<file path="config.mk">
export PLATFORM = sky130hd
export DESIGN_NAME = photonic_switch_sequencer_flat
export DESIGN_NICKNAME = d
export VERILOG_FILES = /design/src/rtl/photonic_switch_sequencer_if.sv /design/src/rtl/photonic_switch_sequencer.sv /design/src/flat_wrapper.sv
export SDC_FILE = /design/constraint.sdc
export NUM_CORES = 1
export LEC_CHECK = 0
export BUFFER_PORTS_ARGS = -buffer_cell sky130_fd_sc_hd__buf_4
export CAP_MARGIN = 20
export CORE_MARGIN = 2
export CORE_UTILIZATION = 40
export DETAILED_ROUTE_END_ITERATION = 8
export GPL_ROUTABILITY_DRIVEN = 1
export HOLD_SLACK_MARGIN = 0.15
export SKIP_LAST_GASP = 1
export SLEW_MARGIN = 20
export SYNTH_ARGS = -nofsm -noshare
export SYNTH_HDL_FRONTEND = slang
export SYNTH_SLANG_ARGS = --single-unit
</file>
<file path="constraint.sdc">
create_clock -name clk -period 2.2 [get_ports clk]
set_input_delay 0.44 -clock clk [delete_from_list [all_inputs] [get_ports clk]]
set_output_delay 0.44 -clock clk [all_outputs]
set_load 0.02 [all_outputs]
</file>
<file path="src/rtl/photonic_switch_sequencer_if.sv">
// Command handshake between the host and photonic_switch_sequencer: a valid/ready
// request carrying the switch index and set/reset polarity, plus done/err strobes.
interface photonic_switch_sequencer_if #(
    parameter int SW_W = 2
) ();
    logic            req_valid;
    logic            req_ready;
    logic [SW_W-1:0] req_sw;
    logic            req_set;
    logic            done;
    logic            err;

    modport master (
        output req_valid, req_sw, req_set,
        input  req_ready, done, err
    );

    modport slave (
        input  req_valid, req_sw, req_set,
        output req_ready, done, err
    );
endinterface

</file>
<file path="src/rtl/photonic_switch_sequencer.sv">
// Sequences S/R pulses for a bank of latching photonic switches, one command at a time,
// with a settle window after each pulse. Optional build macro: SKIP_REDUNDANT_EN.
module photonic_switch_sequencer #(
    parameter int N_SW    = 4,
    parameter int PULSE_W = 8,
    parameter int SETTLE  = 16,
    parameter int SW_W    = (N_SW > 1) ? $clog2(N_SW) : 1
) (
    input  logic                       clk,
    input  logic                       reset_n,
    photonic_switch_sequencer_if.slave cmd,
    output logic [N_SW-1:0]            sw_s,
    output logic [N_SW-1:0]            sw_r,
    output logic [N_SW-1:0]            sw_state
);

    localparam int CNT_MAX = (PULSE_W > SETTLE) ? PULSE_W : SETTLE;
    localparam int CNT_W   = $clog2(CNT_MAX + 1);

    localparam logic [CNT_W-1:0] PULSE_LD  = CNT_W'(PULSE_W - 1);
    localparam logic [CNT_W-1:0] SETTLE_LD = (SETTLE > 0) ? CNT_W'(SETTLE - 1) : '0;

    typedef enum logic [1:0] {
        ST_IDLE,
        ST_PULSE,
        ST_SETTLE
    } state_t;

    state_t           r_state;
    logic [CNT_W-1:0] r_cnt;
    logic [N_SW-1:0]  r_sw_s;
    logic [N_SW-1:0]  r_sw_r;
    logic [N_SW-1:0]  r_sw_state;
    logic [N_SW-1:0]  r_sel;
    logic             r_set;
    logic             r_done;
    logic             r_err;

    state_t           w_state_nxt;
    logic [CNT_W-1:0] w_cnt_nxt;
    logic [N_SW-1:0]  w_sw_s_nxt;
    logic [N_SW-1:0]  w_sw_r_nxt;
    logic [N_SW-1:0]  w_sw_state_nxt;
    logic [N_SW-1:0]  w_sel_nxt;
    logic             w_set_nxt;
    logic             w_done_nxt;
    logic             w_err_nxt;

    logic [N_SW-1:0]  w_sel;
    logic             w_in_range;
    logic             w_redundant;

    // One-hot decode of the requested index; an out-of-range index decodes to all zeros.
    always_comb begin
        w_sel = '0;
        for (int i = 0; i < N_SW; i++) begin
            if (cmd.req_sw == SW_W'(i)) begin
                w_sel[i] = 1'b1;
            end
        end
    end

    assign w_in_range = |w_sel;

`ifdef SKIP_REDUNDANT_EN
    assign w_redundant = ((|(r_sw_state & w_sel)) == cmd.req_set);
`else
    assign w_redundant = 1'b0;
`endif

    always_comb begin
        // NOTE: every combinational output gets a default first so no path infers a latch.
        w_state_nxt    = r_state;
        w_cnt_nxt      = r_cnt;
        w_sw_s_nxt     = r_sw_s;
        w_sw_r_nxt     = r_sw_r;
        w_sw_state_nxt = r_sw_state;
        w_sel_nxt      = r_sel;
        w_set_nxt      = r_set;
        w_done_nxt     = 1'b0;
        w_err_nxt      = 1'b0;

        case (r_state)
            ST_IDLE: begin
                if (cmd.req_valid) begin
                    if (!w_in_range) begin
                        w_done_nxt = 1'b1;
                        w_err_nxt  = 1'b1;
                    end else if (w_redundant) begin
                        w_done_nxt = 1'b1;
                    end else begin
                        w_state_nxt = ST_PULSE;
                        w_cnt_nxt   = PULSE_LD;
                        w_sel_nxt   = w_sel;
                        w_set_nxt   = cmd.req_set;
                        w_sw_s_nxt  = cmd.req_set ? w_sel : '0;
                        w_sw_r_nxt  = cmd.req_set ? '0 : w_sel;
                        w_sw_state_nxt = cmd.req_set ? (r_sw_state | w_sel)
                                                     : (r_sw_state & ~w_sel);
                    end
                end
            end

            ST_PULSE: begin
                if (r_cnt == '0) begin
                    w_sw_s_nxt = '0;
                    w_sw_r_nxt = '0;
                    if (SETTLE > 0) begin
                        w_state_nxt = ST_SETTLE;
                        w_cnt_nxt   = SETTLE_LD;
                    end else begin
                        w_state_nxt = ST_IDLE;
                        w_done_nxt  = 1'b1;
                    end
                end else begin
                    w_cnt_nxt  = r_cnt - CNT_W'(1);
                    w_sw_s_nxt = r_set ? r_sel : '0;
                    w_sw_r_nxt = r_set ? '0 : r_sel;
                end
            end

            ST_SETTLE: begin
                if (r_cnt == '0) begin
                    w_state_nxt = ST_IDLE;
                    w_done_nxt  = 1'b1;
                end else begin
                    w_cnt_nxt = r_cnt - CNT_W'(1);
                end
            end

            default: begin
                w_state_nxt = ST_IDLE;
                w_cnt_nxt   = '0;
                w_sw_s_nxt  = '0;
                w_sw_r_nxt  = '0;
            end
        endcase
    end

    // Reset drops any pulse in flight immediately so no switch sees a truncated-then-resumed drive.
    always_ff @(posedge clk or negedge reset_n) begin
        if (!reset_n) begin
            r_state    <= ST_IDLE;
            r_cnt      <= '0;
            r_sw_s     <= '0;
            r_sw_r     <= '0;
            r_sw_state <= '0;
            r_sel      <= '0;
            r_set      <= 1'b0;
            r_done     <= 1'b0;
            r_err      <= 1'b0;
        end else begin
            // NOTE: sequential state uses non-blocking assignments so all registers update together.
            r_state    <= w_state_nxt;
            r_cnt      <= w_cnt_nxt;
            r_sw_s     <= w_sw_s_nxt;
            r_sw_r     <= w_sw_r_nxt;
            r_sw_state <= w_sw_state_nxt;
            r_sel      <= w_sel_nxt;
            r_set      <= w_set_nxt;
            r_done     <= w_done_nxt;
            r_err      <= w_err_nxt;
        end
    end

    assign cmd.req_ready = (r_state == ST_IDLE);
    assign cmd.done      = r_done;
    assign cmd.err       = r_err;
    assign sw_s          = r_sw_s;
    assign sw_r          = r_sw_r;
    assign sw_state      = r_sw_state;

endmodule

</file>
<file path="src/flat_wrapper.sv">
// flat-port wrapper written by rule: the top's interface ports become plain ports
module photonic_switch_sequencer_flat 
#(
    parameter int N_SW    = 4,
    parameter int PULSE_W = 8,
    parameter int SETTLE  = 16,
    parameter int SW_W    = (N_SW > 1) ? $clog2(N_SW) : 1
)
  (clk, reset_n, sw_s, sw_r, sw_state, cmd_req_valid, cmd_req_sw, cmd_req_set, cmd_req_ready, cmd_done, cmd_err);
  photonic_switch_sequencer_if #(.SW_W(SW_W)) cmd_i ();
  input  logic clk;
  input  logic reset_n;
  output logic [N_SW-1:0] sw_s;
  output logic [N_SW-1:0] sw_r;
  output logic [N_SW-1:0] sw_state;
  input wire logic [$bits(cmd_i.req_valid)-1:0] cmd_req_valid;
  input wire logic [$bits(cmd_i.req_sw)-1:0] cmd_req_sw;
  input wire logic [$bits(cmd_i.req_set)-1:0] cmd_req_set;
  output wire logic [$bits(cmd_i.req_ready)-1:0] cmd_req_ready;
  output wire logic [$bits(cmd_i.done)-1:0] cmd_done;
  output wire logic [$bits(cmd_i.err)-1:0] cmd_err;
  assign cmd_i.req_valid = cmd_req_valid;
  assign cmd_i.req_sw = cmd_req_sw;
  assign cmd_i.req_set = cmd_req_set;
  assign cmd_req_ready = cmd_i.req_ready;
  assign cmd_done = cmd_i.done;
  assign cmd_err = cmd_i.err;
  photonic_switch_sequencer #(.N_SW(N_SW), .PULSE_W(PULSE_W), .SETTLE(SETTLE), .SW_W(SW_W)) u_core (.clk(clk), .reset_n(reset_n), .cmd(cmd_i), .sw_s(sw_s), .sw_r(sw_r), .sw_state(sw_state));
endmodule
</file>
# == Yosys cells after proc, flatten, opt, wreduce, memory -nomap -nowiden ==
# Index checks and enable logic that the tools add are counted.
# totals
inputBits,6
register_bits,26
out_inout_bits,15
# classes
n_mux,32
addsub,1
n_bitwise,4
n_reduce_logical,8
n_eq_ne,10
# ops
op,n
two-way mux 4 bit,11
case mux 4 bit (3 select lines),2
two-way mux 5 bit,4
case mux 5 bit (3 select lines),1
AND reduction 3 bit,3
two-way mux 1 bit,8
two-way mux 2 bit,4
== test 2 bit (second input constant),3
inequality test 2 x 1 -> 1 bit (second input constant),3
case mux 2 bit (3 select lines),1
zero test 5 bit,1
subtractor 5 x 1 -> 5 bit (second input constant),1
bitwise AND 4 bit,1
== test 2 x 1 -> 1 bit (second input constant),2
zero test 2 bit,2
inequality test 2 bit (second input constant),2
inverter 4 bit,1
OR 4 bit,1
AND reduction 4 bit,1
OR reduction 4 bit,1
case mux 1 bit (2 select lines),1
inverter 1 bit,1

# == Longest topological paths before layout ==
# Gate-level depths: netlist of run 1.
# logic_depth
word_depth,6
mapped_depth,5

# == Worst setup path after synthesis of run 1 ==
# No wires, ideal clock.
# synth_path
path_kind,register -> register
start,register u_core.r_cnt[0]
end,register u_core.r_sw_s[2] (netlist: u_core.sw_s[2])
setup_slack_ns,0.498
t_required_ns,2.074
setup_time_ns,0.126
arrival_time_ns,1.575
synth_period_minus_slack_ns,1.702
path_stages_with_launch,6
cell_sequence,dfrtp_1 > inv_1 > ha_1 > or4b_4 > and3_4 > a221o_1
# synth_between
elab_chain_len,3
# synth_rtl
item,line_no,rtl
"start, declared",photonic_switch_sequencer.sv:30,logic [CNT_W-1:0] r_cnt;
"start signal, assigned",photonic_switch_sequencer.sv:155,r_cnt <= w_cnt_nxt;
zero test 5 bit,photonic_switch_sequencer.sv:105,if (r_cnt == '0) begin
two-way mux 4 bit,photonic_switch_sequencer.sv:105,
case mux 4 bit (3 select lines),photonic_switch_sequencer.sv:83,case (r_state)
"end signal, assigned",photonic_switch_sequencer.sv:156,r_sw_s <= w_sw_s_nxt;
"end, declared",photonic_switch_sequencer.sv:31,logic [N_SW-1:0] r_sw_s;
# No other way between the ends.
# A chain may end at the register's enable or synchronous reset.

# == Worst setup path in the final report of run 1 ==
# layout_path
start,register u_core.r_cnt[1]
end,register u_core.r_sw_s[3] (netlist: u_core.sw_s[3])
# Same word-level chain as after synthesis.

==> impl_metrics.toml, run 1 <==
[run_status]
run_status = "finished, violations left"
violations = "design-rule violations"

[logic_synthesis]
ys_async_sr_fraction = 1.000
yosys.area.top_type = "dfrtp_1"
synth_warnings = 0
synth_area_um2 = 1207
synth_commonest_cells = "dfrtp_1, nor3_1, a221o_1, nand2_1, a21o_1"
synth_nets = 116
synth-edff-count = 0
synth_cells = 109
ys.flop_type = "dfrtp_1"
synth.area.top_cells = "dfrtp_1, a221o_1, nor3_1"
synth.distinct_cells = 36
syn_area_per_cell_um2 = 11.08
yosysMostFrequentCell = "dfrtp_1"
ys_ff_latch = 26
ys_seq_area_frac = 0.5389
synth.top_cell.area_share = 0.5389

[global_routing]
grt_pass1_vias = 893
gr-total-overflow = 0
grtUsageTotal = 0.1675
grt_pass1_wl_um = 4374
grt_max_degree = 27
grt_antenna_before_repair = 0

[routing]
drc = 1
vias = 959
drtAntennaViolNets = 0
drt-pass1-iter-count = 6
drt_iter0_drc = 25
wire_per_inst_um = 15.74
viasPerCell = 5.883
totalWireLength_um = 2566

[timing]
holdWs_ns = 0.4113
period_needed_ns = 1.885
clock_skew_ns = 0.001851
hold_viol_final = 0
fmax_ghz = 0.5304
drv_slew = 0
tightest_slew_ns = 0.7121
finalSetupViolCount = 0
setup_slack_ns = 0.3148
relSlewSlack = 0.5253
post-route-period-util = 0.8569
rsz0062_at_grt = "no"
tns_ns = 0

[clock_tree]
ctsResizeCount = 0
cts_tree = "done"
clk_pin_slew_ns = 0.13
cts.htree.levels = 1
hold_buffers = 1
numCtsBuffers = 3
cts-root-buf = "clkbuf_4"
cts.sinks = 26
postCtsSetupRepairBufs = 0
cts_buffer_depth = 2
clk_latency_ns = 0.31

[final_layout]
design_area_um2 = 1439
diodes = 0
nNetsFinal = 140
layout-drive-gt1-share = 0.2576
syn2layout_area_growth_pct = 19.17

[die]
chipHeight_um = 58.94
ioPinCount = 21
coreArea_um2 = 2805
initial_utilization = 0.4304
rows = 19
die_w_um = 58.94
design.die.area_um2 = 3474

[critical_path]
crit_path_end_kind = "flip-flop"
arrival_ns = 2.10
path_max_fanout = 5
path_cells = "inv_1, ha_1, or4b_4, and3_4, a221o_1"
crit_family = "simple AND/OR/NAND/NOR gates"
crit_type = "flip-flop to flip-flop"
critPathLaunchType = "flip-flop"
max_stage_delay_ns = 0.52
cp.required_ns = 2.41
critical-path-slowest-cell = "or4b_4"
path_buf_inv = 1
crit_start = "u_core.r_cnt[1]"
r2r-start = "u_core.r_cnt[1]"

[power]
internal-power_mw = 1.143
p_leak_nw = 0.6939
clkPwrFrac = 0.125
power_density_nw_per_um2 = 1310
peakVddDrop_mv = 0.6508
p_sw_frac = 0.3937
combPwrFrac = 0.457
p_sw_mw = 0.7419
p_seq_frac = 0.418

[place]
placed_cell_area_um2 = 1393
dp_hpwl_um = 1853
port_buffers = 20
gp_congestion = 0.7845
place_ws_ns = 0.1854

[worst_hold_path]
hold_path_class = "input port to flip-flop"
hold_start = "cmd_req_set"

[run]
maxCapViolCount = 0
==> power by group through the flow <==
stage | registers, mW | logic, mW | clock network [mW]
floorplan | 0.887 | 0.453 | 0
global placement | 0.795 | 0.852 | 0
detailed placement | 0.798 | 0.861 | 0
CTS | 0.788 | 0.865 | 0.247
global route | 0.810 | 0.943 | 0.266
finish | 0.788 | 0.861 | 0.236
==> kinds of logic (layout without fill, tap and decap cells) <==
logic type                 count (synthesis)  count (layout)  synth area share
and+or+nand+nor                           39              39            0.2000
AOI/OAI and AO/OA                         29              29            0.1845
DFF                                       26              26            0.5389
buffers and inverters                     10              33           0.03730
muxes                                      2               2           0.01865
adders and majority gates                  1               1           0.01036
other                                      1               1          0.003106
xor gates and xnor gates                   1               1          0.007255
==> worst paths after layout <==
check	end	slack [ns]	cells after the start
setup / recovery	u_core.sw_s[3]	0.31	5
hold / removal	flip-flop	0.41	2
setup reg to reg	u_core.sw_s[3]	0.31	5
hold reg to reg	flip-flop	0.50	1
max in group asynchronous	u_core.sw_s[0]	1.40	2
min in group asynchronous	u_core.sw_r[2]	0.55	2
==> placed cells by master, fill, tap and decap left out, drive strengths merged, types with 3 or more instances in the layout <==
cell type	Yosys	final
or3b	3	3
a21oi	4	4
dfrtp	26	26
o21ai	4	4
a221o	8	8
inv	5	5
nor3	10	10
clkbuf	1	4
a21o	6	6
nand2	8	8
buf	4	23
nor2	5	5
==> worst reg2reg max path: cells and delay by family (launching register included) <==
family | cells | cell delay, ns
compound gates | 1 | 0.30
fa+ha+maj | 1 | 0.23
buf+inv | 1 | 0.10
simple gates | 2 | 0.74
flops | 1 | 0.43
==> area by class of cell <==
cell class                      count  area [um^2]
Clock buffer                        4        36.28
Inverter                            5        18.77
Multi-Input combinational cell     73        511.7
Tap cell                           31        38.79
Timing Repair Buffer               24        182.7
Fill cell                         267         1366
Sequential cell                    26        650.6
==> layer usage <==
metal  up-vias  track usage  routed length [um]  part of all wire
met5         -            0                   0                 0
met4         0      0.07468                  29             0.011
met1       466       0.2596                1263              0.49
li1        456            -                   -                 -
met2        33       0.2302                1101              0.43
met3         4      0.02418                 172             0.067
==> stage by stage <==
step / util / instances / power, mW
after floorplan: - / 109 / 1.340
after global placement: 0.4964 / 158 / 1.647
after detailed placement: 0.4964 / 158 / 1.658
after CTS: 0.5129 / 163 / 1.900
after global routing: 0.5129 / 163 / 2.020
final: 0.5129 / 163 / 1.885
Note: power is estimated with default switching activity, not from simulation.
==> inputs of run 2 (changes only) <==
RECOVER_POWER = 25   (was not set)
==> run 2 against run 1 <==
Register-to-register slack barely moved. Critical path type unchanged. Cell area fell by 0.26%. Sequential power barely moved. Largest cell class unchanged. Global-route usage did not move. The flow still finishes with violations (design-rule violations). Clock skew rose by 0.00066 ns.
==> impl_metrics.toml, run 2 (same netlist as run 1, synthesis figures left out) <==
[place]
placed_cell_area_um2 = 1393
port_buffers = 20
dp_hpwl_um = 1853
gp_congestion = 0.7845
place_ws_ns = 0.1854
dp_cells = 158

[critical_path]
critical-path-slowest-cell = "or4b_4"
ff2ff_setup_slack_ns = 0.31
path_buf_inv = 1
path_cells = "inv_1, ha_1, or4b_4, and3_4, a221o_1"
max_stage_delay_ns = 0.52
r2r_cells = 5
crit_type = "flip-flop to flip-flop"
path_max_fanout = 5
path_depth = 5
arrival_ns = 2.10
crit_family = "simple AND/OR/NAND/NOR gates"
crit_path_end_kind = "flip-flop"
critPathLaunchType = "flip-flop"
cp.required_ns = 2.41

[timing]
tightest_slew_ns = 1.369
setup_slack_ns = 0.3123
holdWs_ns = 0.4121
fmax_ghz = 0.5297
tns_ns = 0
hold_viol_final = 0
finalSetupViolCount = 0
rsz0062_at_grt = "no"
period_needed_ns = 1.888
drv_slew = 0
relSlewSlack = 0.08749
clock_skew_ns = 0.002510
post-route-period-util = 0.8581

[routing]
wire_per_inst_um = 15.66
viasPerCell = 5.945
vias = 969
drtAntennaViolNets = 0
totalWireLength_um = 2552
drt_iter0_drc = 23
drt-pass1-iter-count = 6
drc = 1

[power]
p_leak_nw = 0.6903
peakVddDrop_mv = 0.6509
power_density_nw_per_um2 = 1312
p_total_mw = 1.883

[final_layout]
layout-drive-gt1-share = 0.2500
final_core_util = 0.5116
diodes = 0
design_area_um2 = 1435
final_cell_mix = "dfrtp_1, buf_4, nor3_1"
fin_cells = 163
nNetsFinal = 140
fill_cells = 269
final_common_cell = "dfrtp_1"
syn2layout_area_growth_pct = 18.86

[die]
ioPinCount = 21
coreArea_um2 = 2805
rows = 19
design.die.area_um2 = 3474
chipHeight_um = 58.94
initial_utilization = 0.4304
die_w_um = 58.94

[global_routing]
grt_max_degree = 27
grt_pass1_wl_um = 4374
grt_antenna_before_repair = 0
grtUsageTotal = 0.1675
grt_pass1_vias = 893
gr-total-overflow = 0

[clock_tree]
cts_buffer_depth = 2
cts_tree = "done"
numCtsBuffers = 3
cts-root-buf = "clkbuf_4"
cts.sinks = 26
ctsResizeCount = 0
hold_buffers = 1
clk_pin_slew_ns = 0.13
postCtsSetupRepairBufs = 0
cts.htree.levels = 1
clk_latency_ns = 0.31

[worst_hold_path]
hold_path_class = "input port to flip-flop"
min_path_cells = 2

[run]
maxCapViolCount = 0

[run_status]
violations = "design-rule violations"
run_status = "finished, violations left"
## run 2: cell types whose count changed in the layout (fill, tap and decap cells not counted), sizes merged
cell,before,now
buf,23,22
clkbuf,4,5
## run 2: worst paths after layout
check,end,start
max in group asynchronous,u_core.sw_r[3],reset_n
worst min register to register,flip-flop,flip-flop
min in group asynchronous,u_core.sw_r[2],reset_n
worst min-delay path,flip-flop,cmd_req_set
worst max register to register,u_core.sw_s[3],u_core.r_cnt[1]
worst max-delay path,u_core.sw_s[3],u_core.r_cnt[1]
## run 2: where the power goes
part | internal, mW | leakage, nW | switching (mW)
clock | 0.101 | 0.0210 | 0.135
sequential | 0.654 | 0.335 | 0.134
combinational | 0.387 | 0.335 | 0.472
total | 1.14 | 0.690 | 0.741
## run 2: layout make-up
type,instances,area (um^2),share of cell area
Clock buffer,4,36.28,0.02528
Inverter,5,18.77,0.01308
Multi-Input combinational cell,73,511.7,0.3566
Sequential cell,26,650.6,0.4534
Tap cell,31,38.79,0.02703
Timing Repair Buffer,24,178.9,0.1247
## run 2: per-layer routing
layer  track usage  routed length, um
met3       0.02418                185
met5             0                  0
met4       0.07468                 29
met1        0.2596               1240
met2        0.2302               1096
==> inputs of run 3 (changes only) <==
clock period = 1.5 ns   (was 2.2 ns; I/O delays follow)
==> run 3 against run 2 <==
Wire length up 18%. Global-route usage rose by 2.2 points. Clock-buffer cell count fell by 1. The run ends with design-rule violations, negative setup slack left. Hold slack worse by 0.16 ns. Critical path depth is the same. Fmax is 12% higher.
==> impl_metrics.toml, run 3 (same netlist as run 1, synthesis figures left out) <==
[clock_tree]
cts.sinks = 26
cts.htree.levels = 1
clk_latency_ns = 0.33
numCtsBuffers = 3
clk_pin_slew_ns = 0.15
cts_buffer_depth = 2
cts_tree = "done"
cts-root-buf = "clkbuf_4"

[critical_path]
ff2ff_setup_slack_ns = -0.18
crit_family = "simple AND/OR/NAND/NOR gates"
cp.required_ns = 1.73
worst_r2r_endpoint = "u_core.sw_s[1]"
critical-path-slowest-cell = "or4b_4"
path_buf_inv = 1
crit_type = "flip-flop to flip-flop"
max_stage_delay_ns = 0.46
crit_path_end_kind = "flip-flop"
arrival_ns = 1.92
path_cells = "inv_2, ha_4, or4b_4, and3_4, a221o_1"
r2r-start = "u_core.r_cnt[1]"
crit_start = "u_core.r_cnt[1]"
r2r_cells = 5
critPathLaunchType = "flip-flop"
path_max_fanout = 4

[run_status]
violations = "design-rule violations, negative setup slack"
run_status = "finished, violations left"

[timing]
fmax_ghz = 0.5941
tightest_slew_ns = 0.6439
finalSetupViolCount = 14
relSlewSlack = 0.5708
setup_slack_ns = -0.1833
rsz0062_at_grt = "yes"
period_needed_ns = 1.683
drv_slew = 0
post-route-period-util = 1.122
clock_skew_ns = 0.006998
hold_viol_final = 0

[routing]
totalWireLength_um = 3012
drt_iter0_drc = 67
drt-pass1-iter-count = 6
drc = 2
drtAntennaViolNets = 0
wire_per_inst_um = 16.11
vias = 1050
viasPerCell = 5.615

[die]
die_w_um = 58.94
initial_utilization = 0.4304
ioPinCount = 21
design.die.area_um2 = 3474
coreArea_um2 = 2805
chipHeight_um = 58.94
rows = 19

[final_layout]
syn2layout_area_growth_pct = 43.94
nNetsFinal = 164
final_common_cell = "buf_4"
fin_cells = 187
final_cell_mix = "buf_4, dfrtp_1, a221o_1, nand2_1"
diodes = 0
layout-drive-gt1-share = 0.4679

[power]
peakVddDrop_mv = 1.077
power_density_nw_per_um2 = 1968
p_leak_nw = 0.8410

[worst_hold_path]
hold_path_class = "input port to flip-flop"
hold_start = "cmd_req_set"
min_path_cells = 2

[place]
dp_hpwl_um = 2020
port_buffers = 20
dp_cells = 174
place_ws_ns = -0.1936
gp_congestion = 0.8200

[global_routing]
grt_pass1_vias = 1039
grt_pass1_wl_um = 4954
grt_antenna_before_repair = 0
grt_max_degree = 27
gr-total-overflow = 0
grtUsageTotal = 0.1892

[run]
maxCapViolCount = 0
[run 3: cell count changes in the layout (fill, tap and decap cells not counted), sizes merged]
cell / previous run / this run
buf: 22 / 46
bufinv: 0 / 1
clkbuf: 5 / 4
[run 3: report_power, final]
group / switching (mW) / internal [mW] / total [mW]
clock network: 0.217 / 0.270 / 0.488
registers: 0.194 / 0.959 / 1.15
logic: 0.877 / 0.902 / 1.78
total: 1.29 / 2.13 / 3.42
[run 3: area by class of cell]
class / instances / area (um^2)
clock inverter: 1 / 30.03
clock buffer: 3 / 22.52
timing repair buffer: 48 / 382.9
inverter: 5 / 18.77
tap: 31 / 38.79
sequential: 26 / 650.6
fill: 219 / 1067
multi-input combinational: 73 / 594.3
[run 3: timing repair]
item / in CTS / in global routing
cloned: 0 / 0
setup endpoints to repair: 16 / 20
pin swaps: 5 / 4
hold buffers: 1 / 0
buffers inserted: 5 / 3
hold endpoints to repair: 26 / 0
resized for setup: 12 / 13
[run 3: worst max path at each step]
stage	to	slack, ns	depth (start not counted)
3_5_place_dp	u_core.r_cnt[2]	-0.19	6
6_report	u_core.sw_s[1]	-0.18	5
4_1_cts	u_core.sw_s[2]	-0.16	5
2_1_floorplan	u_core.sw_s[2]	-0.18	5
3_3_place_gp	u_core.r_cnt[2]	-0.15	6
5_1_grt	u_core.sw_s[2]	-0.20	5
[run 3: per-stage QoR]
step | area, um^2 | util | TNS [ns] | total power, mW | hold WS [ns]
global route | 1738 | 0.6195 | -2.190 | 3.642 | 0.2442
global placement | 1528 | 0.5446 | -1.314 | 2.607 | 0.2251
floorplan | 1225 | - | -0.8051 | 1.994 | 0.004409
detailed placement | 1528 | 0.5446 | -1.802 | 2.634 | 0.2343
finish | 1738 | 0.6195 | -1.432 | 3.420 | 0.2565
CTS | 1669 | 0.5950 | -1.389 | 3.296 | 0.2530
[run 3: metal layers]
layer / global-route usage / part of all wire / wire [um] / up-vias
li1: - / - / - / 496
met1: 0.2918 / 0.48 / 1447 / 503
met2: 0.2746 / 0.44 / 1332 / 47
met3: 0.03297 / 0.069 / 208 / 4
met4: 0.04870 / 0.0080 / 24 / 0
met5: 0 / 0 / 0 / -
